--- config.mk ---
export PLATFORM = sky130hd
export DESIGN_NAME = int_ctrl_flat
export DESIGN_NICKNAME = d
export VERILOG_FILES = /design/src/rtl/int_ctrl_if.sv /design/src/rtl/int_ctrl.sv /design/src/flat_wrapper.sv
export SDC_FILE = /design/constraint.sdc
export NUM_CORES = 1
export LEC_CHECK = 0
export ABC_CLOCK_PERIOD_IN_PS = 2000
export CORE_MARGIN = 10
export CORE_UTILIZATION = 35
export CTS_BUF_LIST = sky130_fd_sc_hd__clkbuf_16
export CTS_CLUSTER_DIAMETER = 100
export DETAILED_ROUTE_END_ITERATION = 16
export DONT_BUFFER_PORTS = 1
export PLACE_DENSITY = 0.48
export SYNTH_ARGS = -nofsm -noshare
export SYNTH_HDL_FRONTEND = slang
export SYNTH_SLANG_ARGS = --single-unit
--- constraint.sdc ---
create_clock -name clk_sys -period 2 [get_ports clk_sys]
set_input_delay 0.4 -clock clk_sys [delete_from_list [all_inputs] [get_ports clk_sys]]
set_output_delay 0.4 -clock clk_sys [all_outputs]
set_load 0.005 [all_outputs]
--- src/rtl/int_ctrl_if.sv ---
// Bus bundle between the interrupt controller and its CPU/peripheral side.
// master = the side that drives strobes and requests, slave = int_ctrl.
interface int_ctrl_if;
  logic       m1_n;
  logic       iorq_n;
  logic [3:0] src_n;
  logic       wr_stb;
  logic [1:0] wr_sel;
  logic       wr_data;
  logic [3:0] clr;
  logic       reti;
  logic       iei;
  logic       int_n;
  logic [7:0] vect;
  logic       vect_oe;
  logic       ieo;
  logic [3:0] pending;
  logic [3:0] in_service;

  modport master (
    output m1_n, iorq_n, src_n, wr_stb, wr_sel, wr_data, clr, reti, iei,
    input  int_n, vect, vect_oe, ieo, pending, in_service
  );

  modport slave (
    input  m1_n, iorq_n, src_n, wr_stb, wr_sel, wr_data, clr, reti, iei,
    output int_n, vect, vect_oe, ieo, pending, in_service
  );
endinterface

--- src/rtl/int_ctrl.sv ---
// Z80 mode-2 style interrupt controller for four level sources
// (kb, fire, adc, vdp) with edge latching, masking, fixed priority
// and daisy-chain IEI/IEO.
module int_ctrl #(
  parameter logic [7:0] VBASE = 8'h00   // bits [3:1] must be zero
) (
  input  logic        clk_sys,
  input  logic        reset,
  int_ctrl_if.slave   bus
);

  typedef enum logic [1:0] {
    IDLE    = 2'd0,
    REQ     = 2'd1,
    ACK     = 2'd2,
    SERVICE = 2'd3
  } state_t;

  state_t     state_r;
  state_t     state_s;
  logic [3:0] src_r;
  logic [3:0] pending_r;
  logic [3:0] mask_r;
  logic [3:0] in_service_r;
  logic [7:0] vect_r;
  logic       int_n_r;

  logic       inta_s;
  logic [3:0] fall_s;
  logic [3:0] eligible_s;
  logic [1:0] top_idx_s;
  logic       ack_take_s;
  logic [3:0] ack_clr_s;

  // Lowest set index wins (kb highest priority); returns 0 when empty.
  function automatic logic [1:0] prio_idx(input logic [3:0] req);
    logic [1:0] idx;
    idx = 2'd0;
    for (int i = 3; i >= 0; i--) begin
      if (req[i]) begin
        idx = 2'(i);
      end else begin
        idx = idx;
      end
    end
    return idx;
  endfunction

  function automatic logic [3:0] onehot(input logic [1:0] idx);
    return 4'b0001 << idx;
  endfunction

  assign inta_s     = ~bus.m1_n & ~bus.iorq_n;
  assign fall_s     = src_r & ~bus.src_n;
  assign eligible_s = pending_r & ~mask_r;
  assign top_idx_s  = prio_idx(eligible_s);
  assign ack_take_s = (state_r == REQ) && (state_s == ACK);
  assign ack_clr_s  = ack_take_s ? onehot(top_idx_s) : 4'b0000;

  // State register.
  always_ff @(posedge clk_sys or posedge reset) begin
    if (reset) begin
      state_r <= IDLE;
    end else begin
      state_r <= state_s;
    end
  end

  // Next-state decode for the request/acknowledge/service sequence.
  always_comb begin
    state_s = state_r;
    case (state_r)
      IDLE: begin
        if (bus.iei && (eligible_s != 4'b0000)) begin
          state_s = REQ;
        end else begin
          state_s = IDLE;
        end
      end
      REQ: begin
        // Losing the chain or the last eligible source withdraws the request
        // even if the CPU has started acknowledging in the same cycle.
        if (!bus.iei || (eligible_s == 4'b0000)) begin
          state_s = IDLE;
        end else if (inta_s) begin
          state_s = ACK;
        end else begin
          state_s = REQ;
        end
      end
      ACK: begin
        if (!inta_s) begin
          state_s = SERVICE;
        end else begin
          state_s = ACK;
        end
      end
      SERVICE: begin
        if (bus.reti) begin
          state_s = IDLE;
        end else begin
          state_s = SERVICE;
        end
      end
      default: state_s = IDLE;
    endcase
  end

  // Edge detector history and pending latch; a new edge beats a clear.
  always_ff @(posedge clk_sys or posedge reset) begin
    if (reset) begin
      src_r     <= 4'b1111;
      pending_r <= 4'b0000;
    end else begin
      src_r     <= bus.src_n;
      pending_r <= (pending_r & ~(bus.clr | ack_clr_s)) | fall_s;
    end
  end

  // Per-source mask register, all sources masked out of reset.
  always_ff @(posedge clk_sys or posedge reset) begin
    if (reset) begin
      mask_r <= 4'b1111;
    end else begin
      for (int i = 0; i < 4; i++) begin
        if (bus.wr_stb && (bus.wr_sel == 2'(i))) begin
          mask_r[i] <= bus.wr_data;
        end else begin
          mask_r[i] <= mask_r[i];
        end
      end
    end
  end

  // Service tracking, vector latch and registered request line.
  always_ff @(posedge clk_sys or posedge reset) begin
    if (reset) begin
      in_service_r <= 4'b0000;
      vect_r       <= VBASE;
      int_n_r      <= 1'b1;
    end else begin
      int_n_r <= (state_s != REQ);
      if (ack_take_s) begin
        in_service_r <= onehot(top_idx_s);
        vect_r       <= VBASE | {5'b00000, top_idx_s, 1'b0};
      end else if ((state_r == SERVICE) && bus.reti) begin
        in_service_r <= 4'b0000;
      end else begin
        in_service_r <= in_service_r;
      end
    end
  end

  assign bus.int_n      = int_n_r;
  assign bus.vect       = vect_r;
  // Gated directly by INTA so the bus is released in the cycle the CPU lets go.
  assign bus.vect_oe    = (state_r == ACK) & inta_s;
  assign bus.ieo        = bus.iei & (state_r == IDLE);
  assign bus.pending    = pending_r;
  assign bus.in_service = in_service_r;

endmodule

--- src/flat_wrapper.sv ---
// flat-port wrapper written by rule: the top's interface ports become plain ports
module int_ctrl_flat 
#(
  parameter logic [7:0] VBASE = 8'h00                             
)
  (clk_sys, reset, bus_m1_n, bus_iorq_n, bus_src_n, bus_wr_stb, bus_wr_sel, bus_wr_data, bus_clr, bus_reti, bus_iei, bus_int_n, bus_vect, bus_vect_oe, bus_ieo, bus_pending, bus_in_service);
  int_ctrl_if bus_i ();
  input  logic clk_sys;
  input  logic reset;
  input wire logic [$bits(bus_i.m1_n)-1:0] bus_m1_n;
  input wire logic [$bits(bus_i.iorq_n)-1:0] bus_iorq_n;
  input wire logic [$bits(bus_i.src_n)-1:0] bus_src_n;
  input wire logic [$bits(bus_i.wr_stb)-1:0] bus_wr_stb;
  input wire logic [$bits(bus_i.wr_sel)-1:0] bus_wr_sel;
  input wire logic [$bits(bus_i.wr_data)-1:0] bus_wr_data;
  input wire logic [$bits(bus_i.clr)-1:0] bus_clr;
  input wire logic [$bits(bus_i.reti)-1:0] bus_reti;
  input wire logic [$bits(bus_i.iei)-1:0] bus_iei;
  output wire logic [$bits(bus_i.int_n)-1:0] bus_int_n;
  output wire logic [$bits(bus_i.vect)-1:0] bus_vect;
  output wire logic [$bits(bus_i.vect_oe)-1:0] bus_vect_oe;
  output wire logic [$bits(bus_i.ieo)-1:0] bus_ieo;
  output wire logic [$bits(bus_i.pending)-1:0] bus_pending;
  output wire logic [$bits(bus_i.in_service)-1:0] bus_in_service;
  assign bus_i.m1_n = bus_m1_n;
  assign bus_i.iorq_n = bus_iorq_n;
  assign bus_i.src_n = bus_src_n;
  assign bus_i.wr_stb = bus_wr_stb;
  assign bus_i.wr_sel = bus_wr_sel;
  assign bus_i.wr_data = bus_wr_data;
  assign bus_i.clr = bus_clr;
  assign bus_i.reti = bus_reti;
  assign bus_i.iei = bus_iei;
  assign bus_int_n = bus_i.int_n;
  assign bus_vect = bus_i.vect;
  assign bus_vect_oe = bus_i.vect_oe;
  assign bus_ieo = bus_i.ieo;
  assign bus_pending = bus_i.pending;
  assign bus_in_service = bus_i.in_service;
  int_ctrl #(.VBASE(VBASE)) u_core (.clk_sys(clk_sys), .reset(reset), .bus(bus_i));
endmodule
==> flow_metrics.py, run 1 <==
metrics = {
    "drt": {
        "vias": 640,
        "wirelength_um": 2150,
        "drtIter0Drc": 38,
        "drc": 0,
        "vias_per_cell": 5.08,
        "ant_nets": 0,
        "drt-pass1-iter-count": 4,
        "wl_per_cell_um": 17.1,
    },
    "clock_tree": {
        "postCtsHoldBufs": 0,
        "clock-root-buffer": "clkbuf_16",
        "cts_resized": 0,
        "cts_setup_buffers": 0,
        "clkTransAtPathRegs_ns": 0.06,
        "clk_path_buf_depth": 2,
        "insertion_delay_ns": 0.26,
        "clkSinkCount": 21,
        "cts.htree.levels": 1,
        "cts_buffers": 3,
        "cts_tree": "yes",
    },
    "logic_synthesis": {
        "synthTopCellsByArea": "dfrtp_1 (29%), dfstp_2 (23%), buf_4 (4.4%)",
        "netlist_area_mm2": 0.00102,
        "ys.warnings.count": 0,
        "yosys.area.top_type": "dfrtp_1",
        "ys_seq_elements": 21,
        "ys_seq_area_frac": 0.525,
        "yosys.area.top_type_share": 0.294,
        "synth_cell_types": 33,
        "async_flop_share": 1.00,
        "synth_edf_count": 0,
        "ys.flop_type": "dfrtp_1",
        "synth_cells": 92,
        "syn_area_per_cell_um2": 11.1,
    },
    "layout": {
        "final_common_cell": "dfrtp_1",
        "post-route-util": 0.399,
        "fillers": 271,
        "final_area_mm2": 0.00111,
        "final_cell_mix": "dfrtp_1 (12), inv_1 (9), dfstp_2 (9), nand2_1 (8), conb_1 (6)",
        "synthToLayoutAreaGrowth_pct": 8.69,
        "fin_cells": 126,
        "drive_gt1_frac": 0.242,
        "final_nets": 114,
        "diodes": 0,
    },
    "grt": {
        "overflow": 0,
        "grt_pass1_wl_um": 3400,
        "antenna_found_initial": 0,
        "grt_pass1_vias": 677,
        "grt_max_degree": 22,
        "grt_usage": 0.0806,
    },
    "worst_setup_path": {
        "critical_path_class": "reg -> out",
        "worstSetupEndpointType": "output port",
        "rrSetupSlack_ns": 0.53,
        "crit_path_start_kind": "flop",
        "r2r-end": "u_core.bus.pending[3]$_DFF_PP0_",
        "reg2regPathDepth": 4,
        "crit_fanout": 6,
        "rr_startpoint": "u_core.mask_r[0]$_DFFE_PP1P_",
        "cp.required_ns": 1.60,
        "cp_data_arrival_time_ns": 1.17,
    },
    "min_path": {
        "hold_class": "in -> async",
    },
    "die": {
        "io-pin-count": 37,
        "die_x_um": 74.0,
        "die_y_um": 74.0,
        "design.core.area_mm2": 0.00278,
        "fp-row-count": 19,
        "initial_core_util": 0.368,
        "die_area_mm2": 0.00548,
    },
    "timing": {
        "rsz0062_at_grt": "false",
        "slew_viol_final": 0,
        "min_period_ns": 1.57,
        "setup_viol": 0,
        "fmax_mhz": 635,
        "tns_ns": 0,
        "holdWs_ns": 0.0611,
        "clock_skew_ns": 0.00669,
        "hold_viol": 0,
        "timing.final.crit_share": 0.787,
    },
    "job": {
        "drv_cap": 0,
    },
    "placement": {
        "portBuffers": 0,
        "postPlaceCellArea_mm2": 0.00103,
        "dp_hpwl_um": 1700,
        "placed_cells": 122,
        "globalplace.congestion": 0.732,
    },
    "power_and_ir_drop": {
        "irDropWorstVdd_mv": 0.551,
        "powerDensity_mw_per_mm2": 1170,
        "p_leak_nw": 0.487,
    },
    "run_status": {
        "status": "completed",
    },
}
-- power by group --
part	switching [mW]	total [mW]	internal, mW
logic	0.115	0.216	0.101
clock network	0.152	0.421	0.268
registers	0.108	0.659	0.551
-- worst max-delay path, stage by stage (launching register included) --
cell,delay (ns)
dfrtp_1,0.46
nor3_1,0.28
and2_1,0.19
-- layer usage --
metal | GRT usage | wire length, um | vias to the layer above | part of all wire
met5 | 0 | 0 | - | 0
met4 | 0.0373 | 41 | 0 | 0.019
met3 | 0.0399 | 244 | 4 | 0.11
met2 | 0.122 | 972 | 22 | 0.45
met1 | 0.0934 | 894 | 299 | 0.42
li1 | - | - | 315 | -
-- registers in the layout, indices dropped and copies added (netlist names) --
signal / cells
u_core.bus.pending: 4
u_core.bus.vect: 2
u_core.bus.in_service: 4
u_core.bus.int_n: 1
u_core.mask_r: 4
u_core.src_r: 4
u_core.state_r: 2
-- cells in the mapped netlist (3+ instances only) --
| library cell | count |
|---|---|
| a21oi_1 | 5 |
| nor2_1 | 3 |
| inv_1 | 9 |
| dfrtp_1 | 12 |
| nor2b_1 | 3 |
| dfstp_2 | 9 |
| mux2_1 | 4 |
| o21ai_1 | 3 |
| nand2_1 | 8 |
| buf_4 | 6 |
-- how the worst max path moves through the flow --
stage,slack (ns),start,endpoint
6_report,0.43,u_core.state_r[0]$_DFF_PP0_,bus_vect_oe
5_1_grt,0.34,u_core.state_r[0]$_DFF_PP0_,bus_vect_oe
4_1_cts,0.41,u_core.state_r[0]$_DFF_PP0_,bus_vect_oe
3_5_place_dp,0.54,u_core.mask_r[0]$_DFFE_PP1P_,u_core.bus.pending[3]$_DFF_PP0_
3_3_place_gp,0.52,u_core.mask_r[1]$_DFFE_PP1P_,u_core.bus.pending[3]$_DFF_PP0_
2_1_floorplan,0.70,u_core.mask_r[1]$_DFFE_PP1P_,u_core.bus.pending[3]$_DFF_PP0_
-- through the flow --
stage / setup slack [ns] / total power, mW
2_1_floorplan: 0.704 / 0.828
3_3_place_gp: 0.519 / 0.888
3_5_place_dp: 0.536 / 0.890
4_1_cts: 0.415 / 1.32
5_1_grt: 0.338 / 1.38
6_report: 0.426 / 1.30
-- cells by family (layout without fill, tap and decap cells) --
family,after synthesis,after routing,share of synthesized area
AOI/OAI and AO/OA,20,20,0.144
buffers and inverters,16,14,0.0881
DFF,21,21,0.525
muxes,4,4,0.0441
other,1,6,0.00367
and+or+nand+nor,30,30,0.195
-- area by class of cell --
type                            instances  area, um^2  share of cell area
Sequential cell                        21         537               0.483
Multi-Input combinational cell         60         414               0.373
Clock buffer                            3        75.1              0.0676
Tap cell                               31        38.8              0.0349
Inverter                                9        33.8              0.0304
Timing Repair Buffer                    1        7.51             0.00676
Clock inverter                          1        5.00             0.00450
Note: power is estimated with default switching activity, not from simulation.
==> inputs of run 2 (changes only) <==
Settings changed: ABC_CLOCK_PERIOD_IN_PS 2000 to 1400, PLACE_DENSITY 0.48 to 0.5.
Clock period 2 ns to 1.4 ns, I/O delays scaled along.
==> run 2 against run 1 <==
Clock power rose by 43%. Clock skew about the same. Worst setup slack lost 0.35 ns. Sequential share of layout area is 4.6 points lower. Via count rose by 9.2%. Register-to-register slack worse by 0.44 ns. Clock-buffer cell count stayed put. Critical path depth stayed put. Non-clock buffer count is 11 higher. First-iteration DRC count decreased by 53%. Sequential power rose by 41%. Critical endpoint unchanged.
==> flow_metrics.py, run 2 (synthesized netlist as in run 1, its figures left out) <==
metrics = {
    "timing": {
        "tns_ns": 0,
        "holdWs_ns": 0.0185,
        "min_period_ns": 1.32,
        "slew_viol_final": 0,
        "hold_viol": 0,
        "layout_setup_ws_ns": 0.0763,
        "fmax_mhz": 755,
        "rsz0062_at_grt": "false",
        "clock_skew_ns": 0.00659,
        "timing.final.crit_share": 0.946,
        "setup_viol": 0,
    },
    "layout": {
        "diodes": 0,
        "final_common_cell": "buf_4",
        "drive_gt1_frac": 0.358,
        "final_nets": 125,
        "final_cell_mix": "buf_4 (11), dfrtp_1 (10), inv_1 (9), dfstp_2 (9), nand2_1 (7)",
        "synthToLayoutAreaGrowth_pct": 20.7,
        "final_area_mm2": 0.00123,
    },
    "clock_tree": {
        "clock-root-buffer": "clkbuf_16",
        "clk_path_buf_depth": 2,
        "insertion_delay_ns": 0.25,
        "clkTransAtPathRegs_ns": 0.06,
        "cts.htree.levels": 1,
        "clkSinkCount": 21,
        "cts_tree": "yes",
        "cts_buffers": 3,
    },
    "power_and_ir_drop": {
        "power_mw": 1.95,
        "p_leak_nw": 0.545,
        "powerDensity_mw_per_mm2": 1580,
        "irDropWorstVdd_mv": 1.05,
    },
    "grt": {
        "use_met3": 0.0532,
        "grt_pass1_vias": 780,
        "grt_max_degree": 22,
        "busiest_layer": "met2",
        "grt_usage": 0.0849,
        "overflow": 0,
        "grt_use_met1": 0.0980,
        "grt_use_met2": 0.134,
        "antenna_found_initial": 0,
        "grt_pass1_wl_um": 3730,
    },
    "drt": {
        "vias_per_cell": 5.10,
        "drtIter0Drc": 18,
        "wirelength_um": 2270,
        "ant_nets": 0,
        "wl_per_cell_um": 16.5,
        "vias": 699,
        "drc": 0,
        "drt-pass1-iter-count": 4,
    },
    "placement": {
        "dpl_worst_slack_ns": -0.0429,
        "globalplace.congestion": 0.741,
        "postPlaceCellArea_mm2": 0.00108,
        "portBuffers": 0,
        "dp_hpwl_um": 1760,
    },
    "min_path": {
        "hold_class": "in -> reg",
    },
    "die": {
        "die_x_um": 74.0,
        "die_y_um": 74.0,
        "fp-row-count": 19,
        "design.core.area_mm2": 0.00278,
        "die_area_mm2": 0.00548,
        "io-pin-count": 37,
        "initial_core_util": 0.368,
    },
    "worst_setup_path": {
        "worstSetupEndpointType": "output port",
        "crit_fanout": 4,
        "crit_path_start_kind": "flop",
        "cp_data_arrival_time_ns": 1.04,
        "cp.required_ns": 1.12,
        "critical_path_class": "reg -> out",
    },
    "run_status": {
        "status": "completed",
    },
    "job": {
        "drv_cap": 0,
    },
}
-- run 2: area by class of cell --
type	instances	area, um^2
Fill cell	278	1550
Sequential cell	21	539
Multi-Input combinational cell	60	449
Timing Repair Buffer	12	92.6
Clock buffer	3	75.1
Tap cell	31	38.8
Inverter	9	33.8
Clock inverter	1	5.00
-- run 2: through the flow --
| step | std cells | util |
|---|---|---|
| floorplan | 97 | - |
| global placement | 128 | 0.387 |
| detailed placement | 128 | 0.387 |
| CTS | 133 | 0.426 |
| global route | 137 | 0.444 |
| finish | 137 | 0.444 |
-- run 2: repair_timing --
| item | 4_1_cts | 5_1_grt |
|---|---|---|
| hold endpoints to repair | 12 | 0 |
| gates resized for setup | 4 | 4 |
| buffers inserted | 0 | 4 |
| hold buffers | 1 | 0 |
| endpoints found under the setup margin | 3 | 7 |
| pin swaps | 0 | 2 |
-- run 2: metal layers --
| metal | vias up | part of all wire |
|---|---|---|
| met5 | - | 0 |
| met4 | 0 | 0.0044 |
| met3 | 2 | 0.12 |
| met2 | 25 | 0.49 |
| met1 | 335 | 0.38 |
| li1 | 337 | - |
-- run 2: power breakdown --
part	internal, mW	switching (mW)	total [mW]	leakage [nW]
registers	0.793	0.137	0.930	0.245
logic	0.210	0.207	0.417	0.259
clock network	0.383	0.218	0.601	0.0409
-- run 2: final timing paths --
path / start / endpoint / slack (ns) / cells past startpoint
max: u_core.state_r[0]$_DFF_PP0_ / bus_vect_oe / 0.08 / 2
min: bus_src_n[3] / u_core.src_r[3]$_DFF_PP1_ / 0.02 / 0
max reg2reg: u_core.mask_r[1]$_DFFE_PP1P_ / u_core.bus.in_service[2]$_DFFE_PP0P_ / 0.09 / 4
min reg2reg: u_core.src_r[2]$_DFF_PP1_ / u_core.bus.pending[2]$_DFF_PP0_ / 0.49 / 2
max in group asynchronous: reset / u_core.mask_r[2]$_DFFE_PP1P_ / 0.63 / 3
min in group asynchronous: reset / u_core.bus.vect[2]$_DFFE_PP0P_ / 0.49 / 3
-- run 2: worst max-delay path: stages (launching register included) --
cell and delay (ns):
dfrtp_2 0.42, nor3_2 0.20, and2_1 0.17
==> inputs of run 3 (changes only) <==
Settings changed: SKIP_CTS_REPAIR_TIMING set to 1.
==> run 3 against run 2 <==
Final cell count unchanged. Wire length shrank 2.9%. Die area unchanged. Flip-flop and latch count stayed put. Sequential share of layout area up 0.18 points. Via count is 0.43% lower. Total power is 0.61% lower. Clock skew about the same. Register-to-register slack is essentially flat. First-iteration DRC count stayed put. Fmax hardly changed.
==> flow_metrics.py, run 3 (synthesized netlist as in run 1, its figures left out) <==
metrics = {
    "run_status": {
        "status": "completed",
    },
    "timing": {
        "setup_viol": 0,
        "min_period_ns": 1.32,
        "fmax_mhz": 756,
        "tns_ns": 0,
        "hold_viol": 0,
        "clock_skew_ns": 0.00649,
        "timing.final.crit_share": 0.945,
        "layout_setup_ws_ns": 0.0771,
        "slew_viol_final": 0,
    },
    "drt": {
        "drc": 0,
        "vias_per_cell": 5.08,
        "wl_per_cell_um": 16.1,
        "drt-pass1-iter-count": 3,
        "drtIter0Drc": 18,
        "vias": 696,
        "ant_nets": 0,
        "wirelength_um": 2200,
    },
    "min_path": {
        "hold_start": "bus_src_n[3]",
        "holdPathStages": 0,
        "hold_class": "in -> reg",
        "worstHoldEndpoint": "u_core.src_r[3]$_DFF_PP1_",
    },
    "worst_setup_path": {
        "rr_startpoint": "u_core.mask_r[1]$_DFFE_PP1P_",
        "r2r-end": "u_core.bus.pending[3]$_DFF_PP0_",
        "rrSetupSlack_ns": 0.09,
        "reg2regPathDepth": 4,
        "cp.required_ns": 1.12,
        "crit_fanout": 4,
        "worstSetupEndpointType": "output port",
        "cp_data_arrival_time_ns": 1.04,
        "critical_path_class": "reg -> out",
        "crit_path_start_kind": "flop",
    },
    "clock_tree": {
        "cts_tree": "yes",
        "clk_path_buf_depth": 2,
        "clkSinkCount": 21,
        "clkTransAtPathRegs_ns": 0.06,
        "insertion_delay_ns": 0.25,
        "clock-root-buffer": "clkbuf_16",
        "cts.htree.levels": 1,
        "cts_buffers": 3,
    },
    "die": {
        "die_x_um": 74.0,
        "die_area_mm2": 0.00548,
        "design.core.area_mm2": 0.00278,
        "fp-row-count": 19,
        "die_y_um": 74.0,
        "io-pin-count": 37,
        "initial_core_util": 0.368,
    },
    "placement": {
        "placed_cells": 128,
        "dp_hpwl_um": 1760,
        "dpl_worst_slack_ns": -0.0429,
        "portBuffers": 0,
        "globalplace.congestion": 0.741,
    },
    "grt": {
        "grt_pass1_vias": 776,
        "grt_pass1_wl_um": 3650,
        "grt_usage": 0.0835,
        "overflow": 0,
        "grt_max_degree": 22,
        "antenna_found_initial": 0,
    },
    "power_and_ir_drop": {
        "powerDensity_mw_per_mm2": 1580,
        "irDropWorstVdd_mv": 1.04,
        "p_leak_nw": 0.543,
        "power_mw": 1.94,
    },
    "layout": {
        "final_cell_mix": "buf_4 (11), dfrtp_1 (10), inv_1 (9), dfstp_2 (9), nand2_1 (7)",
        "drive_gt1_frac": 0.358,
        "final_common_cell": "buf_4",
        "fin_cells": 137,
        "final_nets": 125,
        "synthToLayoutAreaGrowth_pct": 20.2,
        "diodes": 0,
    },
    "job": {
        "drv_cap": 0,
    },
}
-- run 3: metrics by stage --
step                hold slack (ns)  area (um^2)   util
CTS                         -0.0477         1160  0.416
global placement              0.216         1080  0.387
global route                0.00735         1230  0.442
finish                       0.0193         1230  0.442
detailed placement            0.223         1080  0.387
floorplan                     0.250         1040      -
-- run 3: per-layer routing --
layer  wire length, um  up-vias  global-route usage
met5                 0        -                   0
met4                 7        0              0.0124
met3               291        2              0.0532
met2              1060       27               0.132
met1               841      331              0.0956
li1                  -      336                   -
-- run 3: area by class of cell --
class                           count  area [um^2]
Fill cell                         276         1550
Sequential cell                    21          539
Multi-Input combinational cell     60          444
Timing Repair Buffer               12         92.6
Clock buffer                        3         75.1
Tap cell                           31         38.8
Inverter                            9         33.8
Clock inverter                      1         5.00
-- run 3: worst max-delay path by stage --
stage / startpoint / endpoint / cells past startpoint
after floorplan: u_core.mask_r[1]$_DFFE_PP1P_ / u_core.bus.pending[3]$_DFF_PP0_ / 4
after global routing: u_core.mask_r[1]$_DFFE_PP1P_ / u_core.bus.pending[3]$_DFF_PP0_ / 4
after global placement: u_core.mask_r[1]$_DFFE_PP1P_ / u_core.bus.pending[3]$_DFF_PP0_ / 4
final: u_core.state_r[0]$_DFF_PP0_ / bus_vect_oe / 2
after detailed placement: u_core.mask_r[1]$_DFFE_PP1P_ / u_core.bus.pending[3]$_DFF_PP0_ / 4
after CTS: u_core.mask_r[1]$_DFFE_PP1P_ / u_core.bus.pending[3]$_DFF_PP0_ / 4
-- run 3: power by group --
group | switching, mW | total, mW | internal [mW]
logic | 0.201 | 0.410 | 0.208
registers | 0.137 | 0.930 | 0.793
clock network | 0.214 | 0.597 | 0.383
total | 0.553 | 1.94 | 1.38
-- run 3: worst max-delay path: stages (launching register included) --
cell and delay [ns]:
dfrtp_2 0.42, nor3_2 0.20, and2_1 0.17
